[src/rtl/piso_shift_out.sv]
// Parallel-in, serial-out reader: takes a WIDTH-bit word over a valid/ready handshake and shifts it out with framing strobes.
// Defining PISO_PARITY_EN appends one even-parity bit to every frame.
module piso_shift_out #(
    parameter int WIDTH     = 4,
    parameter bit MSB_FIRST = 1'b1
) (
    input  logic             clk,
    input  logic             rst_n,
    input  logic [WIDTH-1:0] d,
    input  logic             load_valid,
    output logic             load_ready,
    output logic             so,
    output logic             so_valid,
    output logic             so_last,
    output logic             busy
);

    localparam int CW = $clog2(WIDTH + 1);
`ifdef PISO_PARITY_EN
    localparam int FRAME = WIDTH + 1;
    localparam logic [CW-1:0] PAR_IDX = CW'(WIDTH);
`else
    localparam int FRAME = WIDTH;
`endif
    localparam logic [CW-1:0] LAST_IDX = CW'(FRAME - 1);

    // state | meaning
    // IDLE  | waiting for a handshake; SO quiet, ready asserted
    // SHIFT | frame bit cnt is on SO
    typedef enum logic {IDLE, SHIFT} state_t;

    state_t           state, state_nx;
    logic [WIDTH-1:0] sreg, sreg_nx;
    logic [CW-1:0]    cnt, cnt_nx;
    logic             so_nx, so_valid_nx, so_last_nx, busy_nx, load_ready_nx;
`ifdef PISO_PARITY_EN
    logic             par, par_nx;
`endif

    always_comb begin
        state_nx      = state;
        sreg_nx       = sreg;
        cnt_nx        = cnt;
        so_nx         = so;
        so_valid_nx   = so_valid;
        so_last_nx    = so_last;
        busy_nx       = busy;
        load_ready_nx = load_ready;
`ifdef PISO_PARITY_EN
        par_nx        = par;
`endif
        case (state)
            IDLE: begin
                load_ready_nx = 1'b1;
                so_nx         = 1'b0;
                so_valid_nx   = 1'b0;
                so_last_nx    = 1'b0;
                busy_nx       = 1'b0;
                cnt_nx        = '0;
                // load_ready is still low on the first edge after reset, so no load there
                if (load_valid && load_ready) begin
                    state_nx      = SHIFT;
                    sreg_nx       = d;
                    so_nx         = MSB_FIRST ? d[WIDTH-1] : d[0];
                    so_valid_nx   = 1'b1;
                    busy_nx       = 1'b1;
                    load_ready_nx = 1'b0;
`ifdef PISO_PARITY_EN
                    par_nx        = ^d;
`endif
                end
            end
            SHIFT: begin
                if (cnt == LAST_IDX) begin
                    state_nx      = IDLE;
                    cnt_nx        = '0;
                    sreg_nx       = '0;
                    so_nx         = 1'b0;
                    so_valid_nx   = 1'b0;
                    so_last_nx    = 1'b0;
                    busy_nx       = 1'b0;
                    load_ready_nx = 1'b1;
                end else begin
                    cnt_nx = cnt + 1'b1;
                    if (MSB_FIRST) begin
                        sreg_nx = {sreg[WIDTH-2:0], 1'b0};
                        so_nx   = sreg[WIDTH-2];
                    end else begin
                        sreg_nx = {1'b0, sreg[WIDTH-1:1]};
                        so_nx   = sreg[1];
                    end
`ifdef PISO_PARITY_EN
                    if (cnt_nx == PAR_IDX) so_nx = par;
`endif
                    so_last_nx = (cnt_nx == LAST_IDX);
                end
            end
            default: state_nx = IDLE;
        endcase
    end

    always_ff @(posedge clk or negedge rst_n) begin
        if (!rst_n) begin
            state      <= IDLE;
            sreg       <= '0;
            cnt        <= '0;
            so         <= 1'b0;
            so_valid   <= 1'b0;
            so_last    <= 1'b0;
            busy       <= 1'b0;
            load_ready <= 1'b0;
`ifdef PISO_PARITY_EN
            par        <= 1'b0;
`endif
        end else begin
            state      <= state_nx;
            sreg       <= sreg_nx;
            cnt        <= cnt_nx;
            so         <= so_nx;
            so_valid   <= so_valid_nx;
            so_last    <= so_last_nx;
            busy       <= busy_nx;
            load_ready <= load_ready_nx;
`ifdef PISO_PARITY_EN
            par        <= par_nx;
`endif
        end
    end

endmodule

[config.mk]
export PLATFORM = sky130hd
export DESIGN_NAME = piso_shift_out
export DESIGN_NICKNAME = d
export VERILOG_FILES = /design/src/rtl/piso_shift_out.sv
export SDC_FILE = /design/constraint.sdc
export NUM_CORES = 1
export LEC_CHECK = 0
export CORE_AREA = 2 2 39 41
export DETAILED_ROUTE_END_ITERATION = 6
export DIE_AREA = 0 0 41 43
export PLACE_DENSITY_LB_ADDON = 0.15
export RECOVER_POWER = 100
export SLEW_MARGIN = 20
export SYNTH_ARGS = -nofsm -noshare
export SYNTH_HDL_FRONTEND = slang
export SYNTH_SLANG_ARGS = --single-unit
[constraint.sdc]
create_clock -name clk -period 3.18 [get_ports clk]
set_clock_uncertainty 0.2 [all_clocks]
set_input_delay 0.477 -clock clk [delete_from_list [all_inputs] [get_ports clk]]
set_output_delay 0.477 -clock clk [all_outputs]
set_load 0.01 [all_outputs]
==> results.cfg, run 1 <==
[global_routing]
antenna_found_initial = 0
grt_pass1_vias = 323
grt_first_pass_wirelength_mm = 1.297
grt_use_total_pct = 11.72
met3_usage_pct = 9.424
grt_most_used_layer = met2
grt_util_met1_pct = 13.85
grt-ovfl-total = 0
grt_use_met2_pct = 16.56
grt_max_degree = 12

[sta]
max-slew-margin-rel_pct = 68.31
maxSlewViolCount = 0
fin_crit_ns = 1.961
tightest_slew_ns = 0.4738
fin_tns_setup_ns = 0
fmax_mhz = 510.0
rsz0062_at_grt = no
hold_viol = 0
setup_viol = 0
finalCritPeriodShare_pct = 61.66
worst_slack_ns = 1.219

[routing]
vias_per_cell = 4.542
vias = 327
wirelength_um = 742
drt_first_pass_iters = 4
drc = 0
drt-wirelength-per-cell_um = 10.31
detail_route.iter0.violations = 1
ant_nets = 0

[critical_path]
crit_slowest_cell = dlygate4sd3_1
crit_type = reg2out
critPathMaxStageDelay_ns = 0.62
cp-end-kind = output pin
crit_fanout = 5
required_ns = 2.50
worst-path-buf-inv = 1
start_kind = flip-flop
cp.arrival_ns = 1.28
crit_chain = dlygate4sd3_1
critPathTopFamily = buffers and inverters

[clock_tree]
path_clk_slew_ns = 0.06
holdBufCountCts = 0
cts_num_sinks = 11
numCtsBuffers = 3
clkLatencyLatePin_ns = 0.26
cts_resized = 0
cts_tree = done
cts_setup_buffers = 0
htreeDepth = 1
cts-root-buf = clkbuf_4
cts_max_path_buffers = 2

[logic_synthesis]
synth_top_family_by_area = simple AND/OR/NAND/NOR gates
synthCells = 43
synth_compound_area_share_pct = 8.291
synth-xor-area-share_pct = 0
synth-warning-count = 0
synth_area_per_cell_um2 = 11.58
synthSimpleGateAreaFrac_pct = 16.33
synthAdderAreaFrac_pct = 10.05
syn_area_um2 = 498.0
synth-seq-cells = 11
ys_seq_area_share_pct = 55.28
ys_types = 18
synth_nets = 54
synthMuxAreaShare_pct = 4.020

[die]
coreArea_um2 = 1384
initial_core_util_pct = 35.99
rows = 14
num_io_pins = 12
chipHeight_um = 43
die_w_um = 41
dieArea_um2 = 1763

[power]
peakVddDrop_v = 0.0003393
power_density_nw_per_um2 = 763.5
leakage_nw = 0.2964

[cells_and_area]
nNetsFinal = 68
layout-drive-gt1-share_pct = 8.929
layout_commonest_cell = dfrtp_1
final_cell_mix = 11 x dfrtp_1, 7 x dlygate4sd3_1, 6 x nand2_1
area_growth_pct = 24.62
antennaDiodeCount = 0

[worst_hold_path]
hp-class = reg2reg

[flow_run]
maxCapViolations = 0

[placed_design]
dp_worst_setup_slack_ns = 1.487
finalWeightedCongestion = 0.7032
io_buffers = 11

[run_status]
status = finished, final reports clean
cell usage after synthesis:
| cell | number | area share (%) |
|---|---|---|
| a21oi_1 | 1 | 1.0 |
| and3_1 | 1 | 1.3 |
| dfrtp_1 | 11 | 55 |
| and2_2 | 1 | 1.5 |
| o21ai_0 | 4 | 4.0 |
| inv_1 | 3 | 2.3 |
| nor2b_4 | 1 | 2.8 |
| nand2_4 | 1 | 2.3 |
| o22ai_1 | 1 | 1.3 |
| o22a_2 | 1 | 2.0 |
| nand3_1 | 2 | 2.0 |
| nand2_1 | 5 | 3.8 |
| buf_6 | 1 | 2.3 |
| nor2_1 | 2 | 1.5 |
| ha_1 | 4 | 10 |
| nand2b_1 | 1 | 1.3 |
| mux2i_1 | 2 | 4.0 |
| buf_4 | 1 | 1.5 |
power by group:
part	switching [mW]	leakage (nW)	internal, mW
Combinational	0.0751	0.141	0.0814
Sequential	0.0394	0.140	0.189
Clock	0.0404	0.0150	0.0484
worst paths after layout:
kind	startpoint	to	slack (ns)	cells after the start
min in group asynchronous	rst_n	sreg[1]	0.41	1
max in group asynchronous	rst_n	load_ready	2.05	1
min reg2reg	cnt[0]	cnt[0]	0.26	1
max	load_ready	load_ready	1.22	1
min	cnt[0]	cnt[0]	0.26	1
max reg2reg	cnt[0]	load_ready	1.60	4
metrics by stage:
| stage | util, % | hold slack, ns | cells | power (mW) | instance area [µm²] |
|---|---|---|---|---|---|
| floorplan | - | -0.01859 | 43 | 0.3531 | 498.0 |
| global placement | 44.03 | 0.2551 | 68 | 0.4161 | 609.3 |
| detailed placement | 44.03 | 0.2593 | 68 | 0.4179 | 609.3 |
| CTS | 45.93 | 0.2680 | 72 | 0.5109 | 635.6 |
| global route | 44.85 | 0.2793 | 72 | 0.5285 | 620.6 |
| finish | 44.85 | 0.2643 | 72 | 0.4738 | 620.6 |
layout make-up:
| class | instances | area [µm²] |
|---|---|---|
| multi-input cells | 27 | 177.7 |
| repair buffers | 11 | 110.1 |
| flip-flops and latches | 11 | 275.3 |
| clock buffers | 4 | 26.28 |
| inverters | 3 | 11.26 |
| fillers | 136 | 763.2 |
| well taps | 16 | 20.02 |
sequential cells by signal, summed over array words and instances (netlist names):
| register | cells |
|---|---|
| cnt | 3 |
| sreg | 3 |
| busy | 1 |
| load_ready | 1 |
| so | 1 |
| so_last | 1 |
| state | 1 |
layer usage:
metal | wire, µm | vias up
li1 | - | 165
met1 | 297 | 152
met2 | 403 | 10
met3 | 41 | 0
met4 | 0 | 0
met5 | 0 | -
cell families after synthesis:
group | count (synthesis)
multiplexers | 2
AND/OR/NAND/NOR | 14
AO/OA/AOI/OAI | 7
buffers and inverters | 5
adder cells (fa/ha/maj) | 4
flip-flops | 11
Note: power is estimated with default switching activity, not from simulation.
==> run 2, diff against run 1 <==
Clock period 3.18 ns to 1.8 ns, I/O delays scaled along.
==> run 2 against run 1 <==
  * Worst hold slack lost 0.071 ns
  * Sequential share of layout area grew 0.11 points
  * Wire length grew 13%
  * Critical path type unchanged
  * Largest cell class unchanged
==> results.cfg, run 2 (synthesis gave the netlist of run 1 again) <==
[run_status]
status = finished, final reports clean

[cells_and_area]
area_growth_pct = 24.87
layout_commonest_cell = dfrtp_1
reg_top3 = cnt x3, sreg x3
final_area_um2 = 621.8
post-route-util_pct = 44.94
nNetsFinal = 68
final_cell_mix = 10 x dfrtp_1, 6 x nand2_1, 6 x clkdlybuf4s50_1
fin_cells = 72
antennaDiodeCount = 0
layout-drive-gt1-share_pct = 10.71

[routing]
detail_route.iter0.violations = 4
drt_first_pass_iters = 4
vias_per_cell = 4.514
drt-wirelength-per-cell_um = 11.68
vias = 325
drc = 0
ant_nets = 0
wirelength_um = 841

[global_routing]
grt-ovfl-total = 0
grt_first_pass_wirelength_mm = 1.504
grt_most_used_layer = met2
grt_max_degree = 12
antenna_found_initial = 0
grt_pass1_vias = 348
met3_usage_pct = 4.712
grt_use_met2_pct = 18.44
grt_use_total_pct = 13.43
grt_util_met1_pct = 16.44

[clock_tree]
cts-root-buf = clkbuf_4
cts_resized = 0
cts_num_sinks = 11
htreeDepth = 1
clkLatencyLatePin_ns = 0.26
path_clk_slew_ns = 0.07
cts_tree = done
numCtsBuffers = 3
cts_max_path_buffers = 2
holdBufCountCts = 0
cts_setup_buffers = 0

[critical_path]
crit_chain = dlygate4sd3_1
worst-path-buf-inv = 1
cp-end-kind = output pin
start_kind = flip-flop
required_ns = 1.33
critPathTopFamily = buffers and inverters
critPathMaxStageDelay_ns = 0.60
crit_type = reg2out
crit_fanout = 3
crit_slowest_cell = dlygate4sd3_1
cp.arrival_ns = 1.25

[sta]
finalCritPeriodShare_pct = 95.80
tightest_slew_ns = 0.4709
fin_crit_ns = 1.724
max-slew-margin-rel_pct = 68.50
fin_tns_setup_ns = 0
maxSlewViolCount = 0
rsz0062_at_grt = no
hold_viol = 0
setup_viol = 0
fmax_mhz = 579.9

[die]
initial_core_util_pct = 35.99
coreArea_um2 = 1384
chipHeight_um = 43
rows = 14
num_io_pins = 12
die_w_um = 41
dieArea_um2 = 1763

[placed_design]
dp.cells = 68
finalWeightedCongestion = 0.6908
dpl_cell_area_um2 = 609.3
hpwl_um = 659.7
io_buffers = 11

[power]
peakVddDrop_v = 0.0005094
leakage_nw = 0.2952
power_density_nw_per_um2 = 1392

[flow_run]
maxCapViolations = 0

[worst_hold_path]
hp-class = in2async
## run 2: final cells by class
type	count	area, µm²
multi-input cells	27	177.7
well taps	16	20.02
clock buffers	4	26.28
repair buffers	11	110.1
flip-flops and latches	11	276.5
inverters	3	11.26
fillers	143	762.0
## run 2: stage by stage
step                hold slack, ns  total power, mW  worst slack, ns
floorplan                  -0.2256           0.6238           0.2809
global placement            0.2469           0.7371           0.2341
detailed placement          0.2568           0.7445           0.2059
CTS                         0.1309           0.9185          0.02401
global route                0.2368           0.9488          0.02244
finish                      0.1928           0.8658          0.07569
## run 2: path summary, 6_finish.rpt
path                       startpoint          to  slack, ns  cells past startpoint
setup reg to reg               cnt[0]  load_ready       0.23                      4
max in group asynchronous       rst_n  load_ready       0.86                      1
hold reg to reg                cnt[0]      cnt[0]       0.26                      1
hold / removal                  rst_n     sreg[2]       0.19                      1
min in group clk               cnt[0]      cnt[0]       0.26                      1
setup / recovery                 busy    so_valid       0.08                      1
## run 2: metal layers
layer,wire (µm),up-vias
li1,-,169
met1,364,146
met2,421,8
met3,48,2
met4,6,0
met5,0,-
## run 2: power by group
group	internal [mW]	switching, mW	leakage, nW	total [mW]
registers	0.336	0.0731	0.140	0.409
logic	0.151	0.139	0.140	0.290
clock network	0.0857	0.0811	0.0150	0.167
==> run 3, diff against run 2 <==
Settings changed: ABC_AREA set to 0, SLEW_MARGIN 20 to unset.
==> results of run 3 <==
The final DEF is identical to that of run 2; final timing and power are the same.
